### src/rtl/arbitro_pkg.sv
// Shared definitions for the VC pop scheduler: FSM state encodings, the
// default header bit used for destination steering, and counter widths.
package arbitro_pkg;

   typedef enum logic [1:0] {
      ST_IDLE   = 2'd0,
      ST_ACTIVE = 2'd1,
      ST_PAUSE  = 2'd2
   } state_t;

   localparam int DEST_BIT_DEF = 8;
   localparam int CNT_W        = 8;
   // Wide enough for weights up to 15.
   localparam int STREAK_W     = 4;

endpackage

### src/rtl/vc_weight_grant.sv
// Weighted priority grant between the two virtual-channel FIFOs.
// vc0 may win up to VC0_WEIGHT consecutive grants while vc1 is waiting;
// after that vc1 gets one grant and the streak restarts.
// Ports:
//   empty_vc0, empty_vc1 : FIFO empty flags
//   pause_any            : any destination almost-full, suppresses all grants
//   streak               : current count of consecutive contested vc0 grants
//   grant_vc0, grant_vc1 : one-hot (or zero) grant for this cycle
//   streak_nxt           : streak value to load on the next edge
module vc_weight_grant
   import arbitro_pkg::*;
#(
   parameter int VC0_WEIGHT = 4
) (
   input  logic                empty_vc0,
   input  logic                empty_vc1,
   input  logic                pause_any,
   input  logic [STREAK_W-1:0] streak,
   output logic                grant_vc0,
   output logic                grant_vc1,
   output logic [STREAK_W-1:0] streak_nxt
);

   localparam logic [STREAK_W-1:0] WEIGHT = STREAK_W'(VC0_WEIGHT);

   always_comb begin
      grant_vc0  = 1'b0;
      grant_vc1  = 1'b0;
      streak_nxt = streak;
      if (!pause_any) begin
         if (!empty_vc0 && !empty_vc1) begin
            if (streak < WEIGHT) begin
               grant_vc0  = 1'b1;
               streak_nxt = streak + 1'b1;
            end else begin
               grant_vc1  = 1'b1;
               streak_nxt = '0;
            end
         end else if (!empty_vc0) begin
            grant_vc0  = 1'b1;
            streak_nxt = '0;
         end else if (!empty_vc1) begin
            grant_vc1  = 1'b1;
            streak_nxt = '0;
         end
      end
   end

endmodule

### src/rtl/arbitro_vc_pop.sv
// Read-side scheduler for the vc0/vc1 FIFOs. Pops one word per cycle under
// weighted priority, stalls while any destination is almost-full, steers the
// word to d0/d1 by data[DEST_BIT] two cycles after the pop, and counts words
// pushed to each destination.
// Ports:
//   clk, reset                     : clock, synchronous active-high reset
//   fifo_empty_vc0/1               : source FIFO empty flags
//   data_mux_0/1                   : source FIFO read data (valid cycle after pop)
//   pause_d0/1                     : destination almost-full
//   pop_vc0/1                      : combinational pops to the source FIFOs
//   data_out, push_d0/1            : registered word and destination pushes
//   state_o                        : FSM state (IDLE=0, ACTIVE=1, PAUSE=2)
//   idle                           : IDLE with nothing in flight
//   cnt_d0/1                       : wrapping per-destination word counters
module arbitro_vc_pop
   import arbitro_pkg::*;
#(
   parameter int DATA_SIZE  = 10,
   parameter int DEST_BIT   = DEST_BIT_DEF,
   parameter int VC0_WEIGHT = 4
) (
   input  logic                 clk,
   input  logic                 reset,
   input  logic                 fifo_empty_vc0,
   input  logic                 fifo_empty_vc1,
   input  logic [DATA_SIZE-1:0] data_mux_0,
   input  logic [DATA_SIZE-1:0] data_mux_1,
   input  logic                 pause_d0,
   input  logic                 pause_d1,
   output logic                 pop_vc0,
   output logic                 pop_vc1,
   output logic [DATA_SIZE-1:0] data_out,
   output logic                 push_d0,
   output logic                 push_d1,
   output logic [1:0]           state_o,
   output logic                 idle,
   output logic [CNT_W-1:0]     cnt_d0,
   output logic [CNT_W-1:0]     cnt_d1
);

   logic                 pause_any;
   logic                 any_ne;
   logic                 grant_vc0;
   logic                 grant_vc1;
   logic [STREAK_W-1:0]  streak;
   logic [STREAK_W-1:0]  streak_nxt;
   logic                 vld_p0;
   logic                 sel_p0;
   logic [DATA_SIZE-1:0] word_p1;
   state_t               state;

   assign pause_any = pause_d0 | pause_d1;
   assign any_ne    = !fifo_empty_vc0 || !fifo_empty_vc1;

   vc_weight_grant #(
      .VC0_WEIGHT (VC0_WEIGHT)
   ) u_grant (
      .empty_vc0  (fifo_empty_vc0),
      .empty_vc1  (fifo_empty_vc1),
      .pause_any  (pause_any),
      .streak     (streak),
      .grant_vc0  (grant_vc0),
      .grant_vc1  (grant_vc1),
      .streak_nxt (streak_nxt)
   );

   // Pops follow the inputs directly, not the FSM, so the first pop can
   // happen while the state still reads IDLE.
   assign pop_vc0 = grant_vc0 && !reset;
   assign pop_vc1 = grant_vc1 && !reset;

   // Stage p1: read data from the FIFO selected one cycle earlier.
   assign word_p1 = sel_p0 ? data_mux_1 : data_mux_0;

   // Stage p0 (pop registered) and output stage (word pushed).
   always_ff @(posedge clk) begin
      if (reset) begin
         streak   <= '0;
         vld_p0   <= 1'b0;
         sel_p0   <= 1'b0;
         data_out <= '0;
         push_d0  <= 1'b0;
         push_d1  <= 1'b0;
         cnt_d0   <= '0;
         cnt_d1   <= '0;
      end else begin
         streak  <= streak_nxt;
         vld_p0  <= pop_vc0 | pop_vc1;
         sel_p0  <= pop_vc1;
         push_d0 <= 1'b0;
         push_d1 <= 1'b0;
         if (vld_p0) begin
            data_out <= word_p1;
            if (word_p1[DEST_BIT]) begin
               push_d1 <= 1'b1;
               cnt_d1  <= cnt_d1 + 1'b1;
            end else begin
               push_d0 <= 1'b1;
               cnt_d0  <= cnt_d0 + 1'b1;
            end
         end
      end
   end

   always_ff @(posedge clk) begin
      if (reset) begin
         state <= ST_IDLE;
      end else begin
         case (state)
            ST_IDLE: begin
               if (any_ne && !pause_any) state <= ST_ACTIVE;
            end
            ST_ACTIVE: begin
               if (pause_any)    state <= ST_PAUSE;
               else if (!any_ne) state <= ST_IDLE;
            end
            ST_PAUSE: begin
               if (!pause_any) state <= any_ne ? ST_ACTIVE : ST_IDLE;
            end
            default: state <= ST_IDLE;
         endcase
      end
   end

   assign state_o = state;
   assign idle    = (state == ST_IDLE) && !vld_p0 && !push_d0 && !push_d1;

endmodule

### config.mk
export PLATFORM = sky130hd
export DESIGN_NAME = arbitro_vc_pop
export DESIGN_NICKNAME = d
export VERILOG_FILES = /design/src/rtl/arbitro_pkg.sv /design/src/rtl/vc_weight_grant.sv /design/src/rtl/arbitro_vc_pop.sv
export SDC_FILE = /design/constraint.sdc
export NUM_CORES = 1
export LEC_CHECK = 0
export BUFFER_PORTS_ARGS = -buffer_cell sky130_fd_sc_hd__buf_2
export CELL_PAD_IN_SITES_DETAIL_PLACEMENT = 1
export CELL_PAD_IN_SITES_GLOBAL_PLACEMENT = 1
export CORE_AREA = 10 10 76 78
export CTS_CLUSTER_DIAMETER = 30
export DETAILED_ROUTE_END_ITERATION = 10
export DIE_AREA = 0 0 86 88
export PLACE_DENSITY_LB_ADDON = 0.1
export SYNTH_ARGS = -nofsm -noshare
export SYNTH_HDL_FRONTEND = slang
export SYNTH_SLANG_ARGS = --single-unit
### constraint.sdc
create_clock -name clk -period 2.98 [get_ports clk]
set_clock_uncertainty 0.15 [all_clocks]
set_input_delay 0.745 -clock clk [delete_from_list [all_inputs] [get_ports clk]]
set_output_delay 0.745 -clock clk [all_outputs]
set_load 0.005 [all_outputs]
==> results of run 1 <==
==> final cells by class <==
class	count	area, sq um
Tap cell	52	65.1
Multi-Input combinational cell	123	811
Inverter	2	7.51
Fill cell	536	2290
Timing Repair Buffer	62	320
Sequential cell	36	721
Clock inverter	1	5.00
Clock buffer	6	72.6
==> logic make-up (layout without fill, tap and decap cells) <==
kind of cell             Yosys count  after routing  share of synthesized area
XOR/XNOR                           1              1                    0.00550
AO/OA/AOI/OAI                     38             38                      0.156
buffers and inverters             13             71                     0.0393
adder cells (fa/ha/maj)            3              3                     0.0236
multiplexers                      17             17                      0.115
flip-flops                        36             36                      0.452
AND/OR/NAND/NOR                   64             64                      0.209
==> cells in the final DEF, fill, tap and decap left out <==
cell | Yosys | final
nor4b_1 | 2 | 2
inv_1 | 2 | 2
nor3b_1 | 1 | 1
nand4_1 | 2 | 2
clkbuf_1 | 5 | 1
mux2i_1 | 9 | 9
a211oi_1 | 13 | 13
nor2_1 | 22 | 22
o31ai_1 | 6 | 6
buf_4 | 1 | 4
mux2_1 | 1 | 1
dfxtp_1 | 36 | 36
nor2b_1 | 6 | 6
nor4_1 | 1 | 1
mux2i_2 | 1 | 1
a211o_1 | 1 | 1
or3_1 | 3 | 3
mux2_2 | 6 | 6
a21oi_1 | 12 | 12
nor3_1 | 9 | 9
buf_2 | 2 | 58
a32oi_1 | 2 | 2
or4_1 | 7 | 7
ha_1 | 3 | 3
xnor2_1 | 1 | 1
nand3_1 | 9 | 9
clkinv_2 | 0 | 1
nand2_1 | 2 | 2
clkbuf_8 | 0 | 5
o21ai_0 | 4 | 4
==> sequential cells by signal, summed over array words and instances (netlist names) <==
name and count:
data_out 10, sel_p0 1, push_d1 1, cnt_d0 8, cnt_d1 8, vld_p0 1, state_o 2, streak 4
push_d0 1
==> worst min path at each step <==
stage / startpoint / to / slack [ns] / cells past startpoint
global placement: cnt_d1[6]$_SDFFE_PP0P_ / cnt_d1[6]$_SDFFE_PP0P_ / 0.32 / 2
global route: streak[3]$_SDFFE_PP0P_ / streak[3]$_SDFFE_PP0P_ / 0.37 / 1
floorplan: streak[0]$_SDFFE_PP0P_ / streak[0]$_SDFFE_PP0P_ / 0.29 / 1
CTS: streak[0]$_SDFFE_PP0P_ / streak[0]$_SDFFE_PP0P_ / 0.34 / 1
finish: data_out[2]$_SDFFE_PP0P_ / data_out[2]$_SDFFE_PP0P_ / 0.34 / 2
detailed placement: streak[0]$_SDFFE_PP0P_ / streak[0]$_SDFFE_PP0P_ / 0.33 / 1
==> through the flow <==
stage | power [uW] | hold slack (ns)
floorplan | 552 | 0.295
global placement | 591 | 0.317
detailed placement | 596 | 0.328
CTS | 920 | 0.343
global route | 950 | 0.366
finish | 907 | 0.339
==> per-layer routing <==
layer | track usage | vias up | wire length (microns)
li1 | - | 749 | -
met1 | 0.143 | 707 | 2060
met2 | 0.206 | 45 | 2210
met3 | 0.0511 | 6 | 332
met4 | 0.0539 | 0 | 55
met5 | 0 | - | 0
==> power groups by stage <==
stage	Sequential [uW]	Clock [uW]	Combinational [uW]
2_1_floorplan	509	0	43.6
3_3_place_gp	508	0	82.7
3_5_place_dp	509	0	86.9
4_1_cts	498	334	87.4
5_1_grt	500	354	97.2
6_report	498	323	85.9
==> critical path: stages <==
cell    delay [ns]
buf_2         0.13
or3_1         0.43
nor3_1        0.19
buf_2         0.14
==> flow_metrics.env, run 1 <==
export IMPL_tightest_slew_ns=0.554
export IMPL_cts_hold_buf=0
export IMPL_antenna_found_initial=0
export IMPL_final_core_util=0.466
export IMPL_numCtsBuffers=5
export IMPL_timing_final_ws_setup_ns=0.442
export IMPL_sw_frac_of_total=0.243
export IMPL_startpoint="pause_d1"
export IMPL_ys_seq_area_frac=0.452
export IMPL_synth_distinct_cells=30
export IMPL_cts_tree="yes"
export IMPL_clock_power_share=0.356
export IMPL_final_cell_count_no_fill=282
export IMPL_r2r_end="cnt_d0[7]$_SDFFE_PP0P_"
export IMPL_drtPass1Iterations=4
export IMPL_critical_path_endpoint_type="primary output"
export IMPL_maxCapViolations=0
export IMPL_grt_pass1_wl_microns=7680
export IMPL_yosysWarningCount=0
export IMPL_critPathKind="primary input to primary output"
export IMPL_synth_area_per_cell_sq_um=9.27
export IMPL_grt_pass1_vias=1632
export IMPL_crit_end="pop_vc1"
export IMPL_reg2regPathDepth=3
export IMPL_num_vias=1507
export IMPL_fp_dieW_microns=86
export IMPL_yosys_area_top_type_share=0.452
export IMPL_place_ws_ns=0.452
export IMPL_drcViolationCount=0
export IMPL_coreArea_sq_um=4290
export IMPL_start_util=0.371
export IMPL_cts_max_level=2
export IMPL_drtAntennaViolNets=0
export IMPL_peakVddDrop_mv=0.212
export IMPL_final_setup_viol_count=0
export IMPL_grt_max_degree=41
export IMPL_p_seq_frac=0.549
export IMPL_antennaDiodeCount=0
export IMPL_async_flop_share=0
export IMPL_insertion_delay_ns=0.28
export IMPL_rsz0062_at_grt="no"
export IMPL_grt_usage=0.126
export IMPL_drt_iter0_drc=64
export IMPL_place_area_sq_um=1920
export IMPL_power_leakage_uw=0.000829
export IMPL_clk_path_buf_depth=2
export IMPL_yosysMostFrequentCell="dfxtp_1"
export IMPL_synthToLayoutAreaGrowth_pct=25.6
export IMPL_ys_top_cells_by_count="dfxtp_1 (36), nor2_1 (22), a211oi_1 (13), a21oi_1 (12)"
export IMPL_die_h_microns=88
export IMPL_cts_resized_gates=0
export IMPL_slew_violations=0
export IMPL_io_buffer_count=58
export IMPL_postCtsSetupBuffers=0
export IMPL_relSlewSlack=0.628
export IMPL_synth_edf_count=0
export IMPL_gp_congestion=0.763
export IMPL_fin_crit_ns=2.54
export IMPL_setup_tns_ns=0
export IMPL_clock_sinks=36
export IMPL_wl_per_cell_microns=16.5
export IMPL_power_frac_comb=0.095
export IMPL_internal_power_uw=687
export IMPL_critPathMaxFanout=5
export IMPL_fmax_mhz=394
export IMPL_crit_reg2reg_launch="sel_p0$_SDFF_PP0_"
export IMPL_synth_top_cell_by_area="dfxtp_1"
export IMPL_dp_cells=275
export IMPL_clk_pin_slew_ns=0.06
export IMPL_synth_main_ff_cell="dfxtp_1"
export IMPL_ys_top_cells_by_area="dfxtp_1 (45%), a211oi_1 (6.1%), mux2i_1 (5.7%)"
export IMPL_syn_nets=201
export IMPL_required_ns=2.09
export IMPL_arrival_ns=1.64
export IMPL_vias_per_cell=5.34
export IMPL_cts_root_buf="clkbuf_8"
export IMPL_hold_viol_final=0
export IMPL_power_density_nw_per_um2=453
export IMPL_switchingPower_uw=220
export IMPL_final_area_sq_um=2000
export IMPL_min_path_type="register to register"
export IMPL_hpwl_microns=3540
export IMPL_netlist_instances=172
export IMPL_status="completed"
export IMPL_wl_microns=4660
export IMPL_ff2ff_setup_slack_ns=1.01
export IMPL_nets=259
export IMPL_critPathLaunchType="primary input"
export IMPL_drive_gt1_frac=0.326
export IMPL_floorplan_rows=24
export IMPL_num_io_pins=59
export IMPL_synth_seq_cells=36
export IMPL_period_share=0.852
export IMPL_syn_area_sq_um=1590
export IMPL_die_area_sq_um=7570
export IMPL_grt_overflow=0
Power figures use the tool's default switching activity.
==> run 2, diff against run 1 <==
Settings changed: CTS_BUF_LIST from default to sky130_fd_sc_hd__clkbuf_16.
==> flow_metrics.env, run 2 (synthesized netlist as in run 1, its figures left out) <==
export IMPL_status="completed"
export IMPL_layout_common_cells="buf_2 (58), dfxtp_1 (36), nor2_1 (22)"
export IMPL_floorplan_rows=24
export IMPL_arrival_ns=1.64
export IMPL_grt_pass1_wl_microns=7760
export IMPL_final_common_cell="buf_2"
export IMPL_drtAntennaViolNets=0
export IMPL_critPathKind="primary input to primary output"
export IMPL_grt_max_degree=41
export IMPL_num_io_pins=59
export IMPL_die_area_sq_um=7570
export IMPL_power_leakage_uw=0.000859
export IMPL_coreArea_sq_um=4290
export IMPL_tightest_slew_ns=0.560
export IMPL_wl_microns=4750
export IMPL_drt_iter0_drc=80
export IMPL_clk_path_buf_depth=2
export IMPL_critPathLaunchType="primary input"
export IMPL_seq_area_sq_um=721
export IMPL_antennaDiodeCount=0
export IMPL_fmax_mhz=394
export IMPL_critPathMaxFanout=5
export IMPL_drcViolationCount=0
export IMPL_io_buffer_count=58
export IMPL_required_ns=2.09
export IMPL_slew_violations=0
export IMPL_relSlewSlack=0.624
export IMPL_postCtsSetupBuffers=0
export IMPL_hold_start="data_out[2]$_SDFFE_PP0P_"
export IMPL_nets=259
export IMPL_largest_reg_flops=10
export IMPL_cts_resized_gates=0
export IMPL_rsz0062_at_grt="no"
export IMPL_reg_top3="data_out x10, cnt_d0 x8, cnt_d1 x8"
export IMPL_fp_dieW_microns=86
export IMPL_maxCapViolations=0
export IMPL_startpoint="pause_d1"
export IMPL_min_path_type="register to register"
export IMPL_cts_tree="yes"
export IMPL_cts_root_buf="clkbuf_16"
export IMPL_start_util=0.371
export IMPL_die_h_microns=88
export IMPL_period_share=0.852
export IMPL_synthToLayoutAreaGrowth_pct=29.1
export IMPL_clock_sinks=36
export IMPL_antenna_found_initial=0
export IMPL_grt_pass1_vias=1623
export IMPL_drtPass1Iterations=4
export IMPL_clk_pin_slew_ns=0.05
export IMPL_num_vias=1519
export IMPL_final_setup_viol_count=0
export IMPL_fin_crit_ns=2.54
export IMPL_insertion_delay_ns=0.27
export IMPL_gp_congestion=0.763
export IMPL_hold_viol_final=0
export IMPL_peakVddDrop_mv=0.244
export IMPL_top_register="data_out"
export IMPL_power_density_nw_per_um2=519
export IMPL_crit_reg2reg_launch="sel_p0$_SDFF_PP0_"
export IMPL_critical_path_endpoint_type="primary output"
export IMPL_drive_gt1_frac=0.326
export IMPL_hpwl_microns=3540
export IMPL_cts_hold_buf=0
export IMPL_vias_per_cell=5.39
export IMPL_setup_tns_ns=0
export IMPL_wl_per_cell_microns=16.8
export IMPL_numCtsBuffers=5
export IMPL_cts_max_level=2
export IMPL_fill_cells=530
export IMPL_grt_overflow=0
export IMPL_grt_usage=0.128
export IMPL_whs_ns=0.337
export IMPL_multi_input_area_sq_um=811
==> run 2: where the power goes <==
| part | switching, uW | internal [uW] | leakage [uW] | total [uW] |
|---|---|---|---|---|
| logic | 49.2 | 36.8 | 0.000497 | 86.0 |
| clock network | 184 | 300 | 0.0000709 | 484 |
| registers | 7.24 | 492 | 0.000292 | 499 |
==> run 2: final timing paths <==
check                             end  slack, ns  depth (start not counted)
max reg2reg    cnt_d0[7]$_SDFFE_PP0P_       1.02                          3
min reg2reg  data_out[2]$_SDFFE_PP0P_       0.34                          2
min          data_out[2]$_SDFFE_PP0P_       0.34                          2
max                           pop_vc1       0.44                          4
==> run 2: critical path, cell delays in order <==
cell and delay, ns:
buf_2 0.13, or3_1 0.43, nor3_1 0.19, buf_2 0.14
==> run 2: metrics by stage <==
step	power [uW]	setup WS (ns)	utilization	instances	instance area, sq um
floorplan	552	0.713	-	172	1590
finish	1070	0.441	0.479	282	2060
global placement	591	0.482	0.448	275	1920
CTS	1080	0.444	0.479	282	2060
global route	1110	0.398	0.479	282	2060
detailed placement	596	0.452	0.448	275	1920
==> run 2: layer usage <==
metal	part of all wire	wire length [microns]	GRT usage	up-vias
met2	0.47	2250	0.210	45
met4	0.015	72	0.0494	0
met5	0	0	0	-
met3	0.070	331	0.0511	7
met1	0.44	2090	0.145	713
li1	-	-	-	754
==> run 2: layout make-up <==
type / instances / share of cell area
clock buffers: 5 / 0.0608
clock inverters: 2 / 0.00426
inverters: 2 / 0.00365
multi-input cells: 123 / 0.394
flip-flops and latches: 36 / 0.350
well taps: 52 / 0.0316
repair buffers: 62 / 0.156
==> run 3, diff against run 2 <==
Clock period 2.98 ns to 3.2 ns, I/O delays scaled along.
==> flow_metrics.env, run 3 (synthesized netlist as in run 1, its figures left out) <==
export IMPL_status="completed"
export IMPL_coreArea_sq_um=4290
export IMPL_critPathLaunchType="primary input"
export IMPL_final_common_cell="buf_2"
export IMPL_insertion_delay_ns=0.28
export IMPL_power_leakage_uw=0.000854
export IMPL_grt_pass1_vias=1625
export IMPL_internal_power_uw=774
export IMPL_setup_tns_ns=0
export IMPL_maxCapViolations=0
export IMPL_fp_dieW_microns=86
export IMPL_clk_pin_slew_ns=0.05
export IMPL_layout_common_cells="buf_2 (58), dfxtp_1 (36), nor2_1 (22)"
export IMPL_postCtsSetupBuffers=0
export IMPL_min_path_type="register to register"
export IMPL_num_vias=1527
export IMPL_top_register="data_out"
export IMPL_sw_frac_of_total=0.234
export IMPL_gp_congestion=0.706
export IMPL_clock_power_share=0.462
export IMPL_io_buffer_count=58
export IMPL_cts_hold_buf=0
export IMPL_cts_resized_gates=0
export IMPL_required_ns=2.25
export IMPL_floorplan_rows=24
export IMPL_synthToLayoutAreaGrowth_pct=29.0
export IMPL_crit_reg2reg_launch="sel_p0$_SDFF_PP0_"
export IMPL_r2r_end="cnt_d0[7]$_SDFFE_PP0P_"
export IMPL_final_core_util=0.479
export IMPL_largest_reg_flops=10
export IMPL_period_share=0.826
export IMPL_grt_overflow=0
export IMPL_antennaDiodeCount=0
export IMPL_critPathMaxFanout=5
export IMPL_grt_usage=0.130
export IMPL_min_path_cells=2
export IMPL_cts_root_buf="clkbuf_16"
export IMPL_fill_cells=517
export IMPL_place_area_sq_um=1920
export IMPL_fin_crit_ns=2.64
export IMPL_tightest_slew_ns=0.701
export IMPL_start_util=0.371
export IMPL_wl_microns=4680
export IMPL_num_io_pins=59
export IMPL_wl_per_cell_microns=16.6
export IMPL_numCtsBuffers=5
export IMPL_vias_per_cell=5.41
export IMPL_power_density_nw_per_um2=492
export IMPL_final_area_sq_um=2060
export IMPL_hold_path_endpoint="data_out[8]$_SDFFE_PP0P_"
export IMPL_drt_iter0_drc=82
export IMPL_power_frac_comb=0.078
export IMPL_critPathKind="primary input to primary output"
export IMPL_arrival_ns=1.69
export IMPL_place_ws_ns=0.565
export IMPL_hpwl_microns=3510
export IMPL_drtAntennaViolNets=0
export IMPL_startpoint="pause_d1"
export IMPL_antenna_found_initial=0
export IMPL_relSlewSlack=0.523
export IMPL_rsz0062_at_grt="no"
export IMPL_drcViolationCount=0
export IMPL_nets=258
export IMPL_reg2regPathDepth=4
export IMPL_cts_tree="yes"
export IMPL_final_setup_viol_count=0
export IMPL_peakVddDrop_mv=0.297
export IMPL_critical_path_endpoint_type="primary output"
export IMPL_clk_path_buf_depth=2
export IMPL_ff2ff_setup_slack_ns=1.19
export IMPL_slew_violations=0
export IMPL_drtPass1Iterations=4
export IMPL_die_h_microns=88
export IMPL_fmax_mhz=379
export IMPL_timing_final_ws_setup_ns=0.558
export IMPL_p_seq_frac=0.459
export IMPL_hold_start="data_out[8]$_SDFFE_PP0P_"
export IMPL_switchingPower_uw=237
export IMPL_clock_sinks=36
export IMPL_die_area_sq_um=7570
export IMPL_grt_pass1_wl_microns=7780
export IMPL_cts_max_level=2
export IMPL_grt_max_degree=41
export IMPL_reg_top3="data_out x10, cnt_d0 x8, cnt_d1 x8"
export IMPL_drive_gt1_frac=0.326
export IMPL_hold_viol_final=0
[run 3: final cells by class]
| type | instances | area, sq um | area share |
|---|---|---|---|
| Clock buffer | 5 | 125 | 0.0609 |
| Inverter | 2 | 7.51 | 0.00365 |
| Tap cell | 52 | 65.1 | 0.0316 |
| Clock inverter | 3 | 13.8 | 0.00670 |
| Sequential cell | 36 | 721 | 0.351 |
| Multi-Input combinational cell | 123 | 811 | 0.394 |
| Timing Repair Buffer | 61 | 313 | 0.152 |
[run 3: worst max-delay path: stages]
cell and delay [ns]:
buf_2 0.13, or3_1 0.43, nor3_1 0.19, buf_2 0.14
[run 3: power groups by stage]
stage	clock network, uW	logic (uW)	registers [uW]
finish	467	79.0	464
global route	496	90.1	465
CTS	481	80.6	464
detailed placement	0	80.4	474
global placement	0	76.4	473
floorplan	0	40.6	474
[run 3: routing by layer]
metal	vias up	global-route usage	part of all wire
met5	-	0	0
met4	0	0.0539	0.015
met3	6	0.0650	0.082
met2	40	0.214	0.48
met1	727	0.138	0.43
li1	754	-	-
[run 3: how the worst max path moves through the flow]
stage,to,slack (ns),cells after the start
finish,pop_vc0,0.56,4
global route,pop_vc1,0.50,4
CTS,pop_vc0,0.56,4
detailed placement,pop_vc0,0.56,4
global placement,pop_vc0,0.59,4
floorplan,pop_vc0,0.82,2
[run 3: stage by stage]
step                instances  power (uW)  hold WS, ns
floorplan                 172         514        0.295
global placement          274         550        0.318
detailed placement        274         554        0.331
CTS                       282        1030        0.338
global route              282        1050        0.365
finish                    282        1010        0.337
